File: config.mk
export PLATFORM = sky130hd
export DESIGN_NAME = seri_mul_gen
export DESIGN_NICKNAME = d
export VERILOG_FILES = /design/src/rtl/seri_mul_pkg.sv /design/src/rtl/seri_mul_dp.sv /design/src/rtl/seri_mul_gen.sv
export SDC_FILE = /design/constraint.sdc
export NUM_CORES = 1
export LEC_CHECK = 0
export CORE_MARGIN = 4
export CORE_UTILIZATION = 30
export DETAILED_ROUTE_END_ITERATION = 8
export HOLD_SLACK_MARGIN = 0.15
export PLACE_DENSITY = 0.61
export SYNTH_ARGS = -nofsm -noshare
export SYNTH_HDL_FRONTEND = slang
export SYNTH_HIERARCHICAL = 1
export SYNTH_SLANG_ARGS = --single-unit
File: constraint.sdc
create_clock -name clk -period 1.9 [get_ports clk]
set_input_delay 0.19 -clock clk [delete_from_list [all_inputs] [get_ports clk]]
set_output_delay 0.19 -clock clk [all_outputs]
set_load 0.02 [all_outputs]
File: src/rtl/seri_mul_pkg.sv
// Shared definitions for the serial shift-add multiplier: FSM encoding and width helpers.
package seri_mul_pkg;

    typedef enum logic [1:0] {
        ST_IDLE = 2'd0,
        ST_CALC = 2'd1,
        ST_FIN  = 2'd2
    } seri_state_t;

    function automatic int cnt_w(input int width);
        return (width <= 2) ? 1 : $clog2(width);
    endfunction

    function automatic int prod_w(input int width);
        return 2 * width;
    endfunction

endpackage

File: src/rtl/seri_mul_dp.sv
// Serial multiplier datapath: accumulator, operand registers, one adder, shifter, final negator.
// Sign handling is present only when SERI_MUL_SIGNED_EN is defined.
module seri_mul_dp
    import seri_mul_pkg::*;
#(
    parameter int WIDTH = 8
) (
    input  logic                       clk,
    input  logic                       rst,
    input  logic                       load,
    input  logic                       step,
    input  logic                       finish,
    input  logic [WIDTH-1:0]           op_a,
    input  logic [WIDTH-1:0]           op_b,
`ifdef SERI_MUL_SIGNED_EN
    input  logic                       sgn_mode,
`endif
    output logic [prod_w(WIDTH)-1:0]   result
);

    localparam int PW = prod_w(WIDTH);

    logic [PW:0]      acc;
    logic [WIDTH-1:0] mcand;
    logic [WIDTH-1:0] mplier;
    logic [WIDTH:0]   sum;
    logic [WIDTH-1:0] mag_a;
    logic [WIDTH-1:0] mag_b;

`ifdef SERI_MUL_SIGNED_EN
    logic neg;

    // Magnitude of the most negative value is 2^(WIDTH-1), which still fits unsigned.
    assign mag_a = (sgn_mode && op_a[WIDTH-1]) ? (~op_a + 1'b1) : op_a;
    assign mag_b = (sgn_mode && op_b[WIDTH-1]) ? (~op_b + 1'b1) : op_b;
    assign result = !finish ? '0 :
                    neg     ? (~acc[PW-1:0] + 1'b1) : acc[PW-1:0];
`else
    assign mag_a  = op_a;
    assign mag_b  = op_b;
    assign result = finish ? acc[PW-1:0] : '0;
`endif

    assign sum = acc[PW:WIDTH] + {1'b0, (mplier[0] ? mcand : {WIDTH{1'b0}})};

    always_ff @(posedge clk) begin
        if (rst) begin
            acc    <= '0;
            mcand  <= '0;
            mplier <= '0;
`ifdef SERI_MUL_SIGNED_EN
            neg    <= 1'b0;
`endif
        end else if (load) begin
            acc    <= '0;
            mcand  <= mag_a;
            mplier <= mag_b;
`ifdef SERI_MUL_SIGNED_EN
            neg    <= sgn_mode & (op_a[WIDTH-1] ^ op_b[WIDTH-1]);
`endif
        end else if (step) begin
            acc    <= {1'b0, sum, acc[WIDTH-1:1]};
            mplier <= {1'b0, mplier[WIDTH-1:1]};
        end
    end

endmodule

File: src/rtl/seri_mul_gen.sv
// Parametrised serial shift-add multiplier top: FSM, step counter and output registers.
// Signed operation is available when SERI_MUL_SIGNED_EN is defined; otherwise sgn_mode is ignored.
module seri_mul_gen
    import seri_mul_pkg::*;
#(
    parameter int WIDTH = 8
) (
    input  logic                 clk,
    input  logic                 rst,
    input  logic [WIDTH-1:0]     mul_a,
    input  logic [WIDTH-1:0]     mul_b,
    input  logic                 sgn_mode,
    input  logic                 en_mul,
    output logic [2*WIDTH-1:0]   product,
    output logic                 op_done,
    output logic                 busy
);

    localparam int CW = cnt_w(WIDTH);
    localparam logic [CW-1:0] LAST_STEP = CW'(WIDTH - 1);

    seri_state_t                state;
    logic [CW-1:0]              cnt;
    logic                       dp_load;
    logic                       dp_step;
    logic                       dp_fin;
    logic [prod_w(WIDTH)-1:0]   dp_result;

    assign dp_load = (state == ST_IDLE) && en_mul;
    assign dp_step = (state == ST_CALC);
    assign dp_fin  = (state == ST_FIN);

`ifndef SERI_MUL_SIGNED_EN
    logic sgn_unused;
    assign sgn_unused = sgn_mode;
`endif

    seri_mul_dp #(.WIDTH(WIDTH)) u_dp (
        .clk      (clk),
        .rst      (rst),
        .load     (dp_load),
        .step     (dp_step),
        .finish   (dp_fin),
        .op_a     (mul_a),
        .op_b     (mul_b),
`ifdef SERI_MUL_SIGNED_EN
        .sgn_mode (sgn_mode),
`endif
        .result   (dp_result)
    );

    always_ff @(posedge clk) begin
        if (rst) begin
            state   <= ST_IDLE;
            cnt     <= '0;
            product <= '0;
            op_done <= 1'b0;
            busy    <= 1'b0;
        end else begin
            op_done <= 1'b0;
            case (state)
                ST_IDLE: begin
                    if (en_mul) begin
                        state <= ST_CALC;
                        cnt   <= '0;
                        busy  <= 1'b1;
                    end
                end
                ST_CALC: begin
                    cnt <= cnt + 1'b1;
                    if (cnt == LAST_STEP) state <= ST_FIN;
                end
                ST_FIN: begin
                    product <= dp_result;
                    op_done <= 1'b1;
                    busy    <= 1'b0;
                    state   <= ST_IDLE;
                end
                default: state <= ST_IDLE;
            endcase
        end
    end

endmodule
# ---- Yosys cells after proc, flatten, opt, wreduce, memory -nomap -nowiden
# Cells that the tools add are included.
dict set report word_totals {
  regBits 55
  input_bits 20
  output_inout_bits 18
  word_cells 35
}
dict set report classes {
  n_addsub 2
  n_eq_ne 5
  muxes 11
  reduce_logical 9
}
# op count
set op_table {}
lappend op_table {{$mux 8} 3}
lappend op_table {{$add 8x8->9} 1}
lappend op_table {{$pmux 3 s2} 1}
lappend op_table {{$reduce_and 2->1} 3}
lappend op_table {{$reduce_bool 2->1} 3}
lappend op_table {{$mux 2} 2}
lappend op_table {{$pmux 2 s2} 1}
lappend op_table {{$add 3x1->3 const B} 1}
lappend op_table {{$eq 3x3->1 const B} 1}
lappend op_table {{$mux 3} 1}
lappend op_table {{$eq 2x1->1 const B} 1}
lappend op_table {{$eq 2x2->1 const B} 1}
lappend op_table {{$logic_not 2->1} 1}
lappend op_table {{$mux 1} 2}
lappend op_table {{$ne 2x1->1 const B} 1}
lappend op_table {{$ne 2x2->1 const B} 1}
lappend op_table {{$pmux 1 s2} 1}
lappend op_table {{$reduce_or 2->1} 1}
lappend op_table {{$logic_and 1x1->1} 1}

# ---- Depth between registers and ports, before layout
dict set report logic_depth {
  depth_word 3
  ltp_mapped 8
}

# ---- By module
# The synthesis kept the hierarchy.
# mod instances cells_per_inst area_per_inst_um2
set by_module_without_submodules {}
lappend by_module_without_submodules {seri_mul_dp 1 193 1684.1}
lappend by_module_without_submodules {seri_mul_gen 1 95 898.4}

# ---- Least setup slack after synthesis
# OpenSTA, ideal clock, no wires.
dict set report synth_path {
  path_type {reg-to-reg}
  start {reg u_dp.mplier[0]}
  end {reg u_dp.acc[13]}
  setup_time_ns 0.116
  t_arrival_ns 1.843
  t_required_ns 1.784
  setup_slack_ns -0.059
  path_stages_with_launch 8
  path_buffers 0
  path_cell_list {dfxtp_1 and2_1 ha_1 fa_1 a211o_2 a21oi_1 o21ai_0 a41o_1}
}
dict set report synth_via {
  elab_chain_cells 2
}
# element line_no
set synth_rtl {}
lappend synth_rtl {{from (decl)} seri_mul_dp.sv:25} ;# logic [WIDTH-1:0] mplier;
lappend synth_rtl {{from (signal assigned)} seri_mul_dp.sv:57} ;# mplier <= mag_b;
lappend synth_rtl {{from (signal assigned)} seri_mul_dp.sv:63} ;# mplier <= {1'b0, mplier[WIDTH-1:1]};
lappend synth_rtl {{$mux 8} seri_mul_dp.sv:44} ;# assign sum = acc[PW:WIDTH] + {1'b0, (mplier[0] ? mcand : {WIDTH{1'b0}})};
lappend synth_rtl {{$add 8x8->9} seri_mul_dp.sv:44}
lappend synth_rtl {{to (signal assigned)} seri_mul_dp.sv:62} ;# acc <= {1'b0, sum, acc[WIDTH-1:1]};
lappend synth_rtl {{to (decl)} seri_mul_dp.sv:23} ;# logic [PW:0] acc;
# No other way between the ends.
# A chain may end at the register's enable or synchronous reset.

# ---- Worst setup path in the final report
dict set report layout_path {
  start {reg u_dp.mplier[0]}
  end {reg u_dp.acc[14]}
}
# The elaborated chain is that of the path after synthesis.

==> results by group <==
Timing
  • Final number of hold-violating endpoints: 0
  • Setup violators final: 0
  • Final critical-path required period: 1.83 ns
  • Max frequency: between 500 and 600 MHz
  • Final hold slack: between 0.2 and 0.3 ns
  • Setup tns final: 0 ns
  • Max-slew headroom: around 62%
  • Worst-Margin Slew: between 0.5 and 0.6 ns
  • Clock Skew: 0.0107 ns
  • RSZ-0062 raised after global routing: no
  • Slack of the critical path: 0.0704 ns
  • Period utilization: 96.3%
  • Final Max Slew Viols: 0

Critical path
  • Crit path buf inv count: 1
  • R2r setup slk: 0.07 ns
  • RR Startpoint: u_dp/mplier[0]$_SDFFE_PP0P_
  • Slowest CP cell: or4_4
  • Cells on worst reg2reg path: 6
  • Setup crit end: u_dp/acc[14]$_SDFFE_PP0P_
  • Largest fanout on the critical path: 8
  • Setup crit start kind: register
  • CP Data Required Time: 2.14 ns
  • CP Class: reg2reg
  • Critical-path cell list: buf_4 > and2_1 > ha_1 > or4_4 > o22a_1 > o211ai_1
  • FF-to-FF End: u_dp/acc[14]$_SDFFE_PP0P_
  • CP arrival: between 2 and 2.5 ns
  • CP startpoint: u_dp/mplier[0]$_SDFFE_PP0P_
  • Setup crit end kind: register
  • Crit-path max cell delay: about 0.56 ns
  • Worst path top cell family by delay: simple AND/OR/NAND/NOR gates
  • Crit path depth: 6

Final layout
  • Area grow syn2layout: 23.1%
  • Final instance area: around 3200 um2
  • Final nets: 359
  • Diode count: 0
  • Most common cell after layout, fill and taps aside: dfxtp_1
  • Layout cells sized above 1: 13.7%
  • Finished Layout Cells: 434
  • Most frequent cells in the layout: dfxtp_1 (54), nor2_1 (44), clkdlybuf4s50_1 (35)

Yosys
  • Synth unique cells: between 40 and 50
  • Yosys reg bits: 55
  • Seq/Total Area, Yosys: 42.6%
  • Post-synthesis net count: 319
  • EDFF count, synth: 0
  • Post-Syn Area per Cell: approximately 9.0 um2
  • Ys async rst share: 0%
  • Mapped Cells: 288
  • Yosys Warn Count: 6
  • Mapped Area: 2580 um2
  • Dominant synthesized flop cell: dfxtp_1

Placed design
  • Port bufs: 36
  • Setup WS pre-CTS: -0.00854 ns
  • Gp weighted congestion: 0.827
  • HPWL after detailed placement: 3670 um
  • Placement Cell Area: 3070 um2
  • Cells after DPL: 426

Power and ir drop
  • Combinational share of power: 10.0%
  • Int Pwr: 1.55 mW
  • Power Dens Cells: around 640 nW/um2
  • P_sw: 0.500 mW
  • Flop pwr share: a little under 60%
  • Sw Ratio: 24.4%
  • Peak supply drop: 0.314 mV
  • Leakage: ~1.3 nW
  • Clk pwr share: 31.5%

Floorplan
  • Die H: 101 um
  • Core area: roughly 8300 um2
  • I/O Pins: 38
  • Die Area: 10,200 um2
  • Starting Density: 31.1%
  • Rows: 33
  • Chip Width: 101 um

CTS
  • Clk slew on worst S/H paths: 0.10 ns
  • CTS root buf: clkbuf_8
  • CTS tree: built
  • CTS sink cnt: 55
  • CTS H-tree depth: 2
  • Clk buf depth: 2
  • Cts bufs inserted: 5
  • CTS Hold Bufs: 0
  • Clock Latency Late Sink: ~0.31 ns

Drt
  • Via-to-Cell Ratio: around 4.6
  • Drt first pass iters: 4
  • Post-route DRC violation count: 0
  • WL final: 4920 um
  • Starting DRT DRC Count: 45
  • WL per Instance: around 11 um
  • Total number of vias: roughly 2,000
  • ANT nets after route: 0

GRT
  • Total gr overflow: 0
  • First-pass GRT wire length: 8170 um
  • Met2 Usage GRT: 15.3%
  • Met1 usage: 13.6%
  • Largest net degree at the start of global routing: 40
  • Number of global-route vias before repair: 1,783
  • Gr usage total: between 9 and 10%
  • Layer with the highest usage: met2
  • Met3 GRT Util: 2.28%
  • Initial antenna violation count: 0

Hold path
  • Hold Crit Class: in2reg

Outcome
  • Outcome: finished clean

Run
  • Max_cap viols: 0
-- cell families after synthesis --
family,share of synthesized area (%)
flip-flops,42.6
AO/OA/AOI/OAI,14.0
AND/OR/NAND/NOR,22.9
adder cells (fa/ha/maj),5.62
multiplexers,9.69
buffers and inverters,4.84
XOR/XNOR,0.339
-- per-stage QoR --
step | total power [mW] | utilization [%]
after CTS | 2.09 | 38.1
final | 2.05 | 38.3
after global routing | 2.15 | 38.3
after floorplan | 1.35 | -
after detailed placement | 1.43 | 37.0
after global placement | 1.43 | 37.0
-- worst min-delay path by stage --
stage                                  start                         to  slack [ns]  cells after the start
floorplan                                rst          busy$_SDFFE_PP0P_        0.26                      1
global placement     product[8]$_SDFFE_PP0P_    product[8]$_SDFFE_PP0P_        0.44                      2
detailed placement  product[15]$_SDFFE_PP0P_   product[15]$_SDFFE_PP0P_        0.45                      2
CTS                                      rst  u_dp/acc[11]$_SDFFE_PP0P_        0.25                      3
global route                             rst  u_dp/acc[11]$_SDFFE_PP0P_        0.27                      3
finish                                   rst  u_dp/acc[11]$_SDFFE_PP0P_        0.26                      3
-- routing by layer --
layer / vias up / routed length [um]
met4: 0 / 57
met2: 39 / 2120
met5: - / 0
met1: 876 / 2510
met3: 8 / 234
li1: 1066 / -
-- synthesized netlist by cell type (2+ instances only) --
| master | n | share of area (%) |
|---|---|---|
| nand2_1 | 32 | 4.7 |
| nand4_1 | 2 | 0.48 |
| buf_2 | 6 | 1.2 |
| and2_1 | 25 | 6.1 |
| inv_1 | 3 | 0.44 |
| clkbuf_1 | 6 | 0.87 |
| nor2_1 | 44 | 6.4 |
| o21ai_0 | 3 | 0.58 |
| a211o_2 | 2 | 0.78 |
| nand3_1 | 4 | 0.78 |
| a211oi_1 | 4 | 1.2 |
| a21oi_2 | 8 | 2.7 |
| o221ai_1 | 2 | 0.68 |
| mux2i_1 | 25 | 9.7 |
| ha_1 | 10 | 4.8 |
| nand2_2 | 3 | 0.73 |
| a21o_1 | 4 | 1.2 |
| o21bai_1 | 2 | 0.58 |
| a21oi_1 | 20 | 3.9 |
| nand2b_1 | 2 | 0.48 |
| a22oi_1 | 2 | 0.58 |
| nor3_1 | 2 | 0.39 |
| nor3b_1 | 2 | 0.58 |
| dfxtp_1 | 55 | 43 |
-- worst min-delay path, stage by stage --
cell	delay (ns)
buf_2	0.10
or2_2	0.18
a21oi_1	0.05
-- flip-flops by register name, indices dropped and copies added, names as in the netlist --
signal	flops
u_dp/acc	16
product	16
state	2
busy	1
u_dp/mplier	8
cnt	3
op_done	1
u_dp/mcand	8
-- timing repair --
item / in CTS / in global routing
pin swaps: 1 / 4
gates resized for setup: 1 / 5
endpoints found under the setup margin: 1 / 1
buffers inserted: 0 / 0
-- power groups by stage --
stage	clock network [mW]	logic (mW)	registers, mW
2_1_floorplan	0	0.125	1.22
3_3_place_gp	0	0.202	1.22
3_5_place_dp	0	0.205	1.23
6_report	0.645	0.205	1.20
4_1_cts	0.683	0.206	1.20
5_1_grt	0.722	0.227	1.20
-- layout make-up --
class	instances	area, um2
fill	863	5120
multi-input combinational	213	1390
sequential	55	1100
timing repair buffer	48	445
tap	105	131
clock buffer	6	72.6
inverter	5	26.3
clock inverter	2	16.3
No activity file was read; power rests on OpenSTA's default activity.
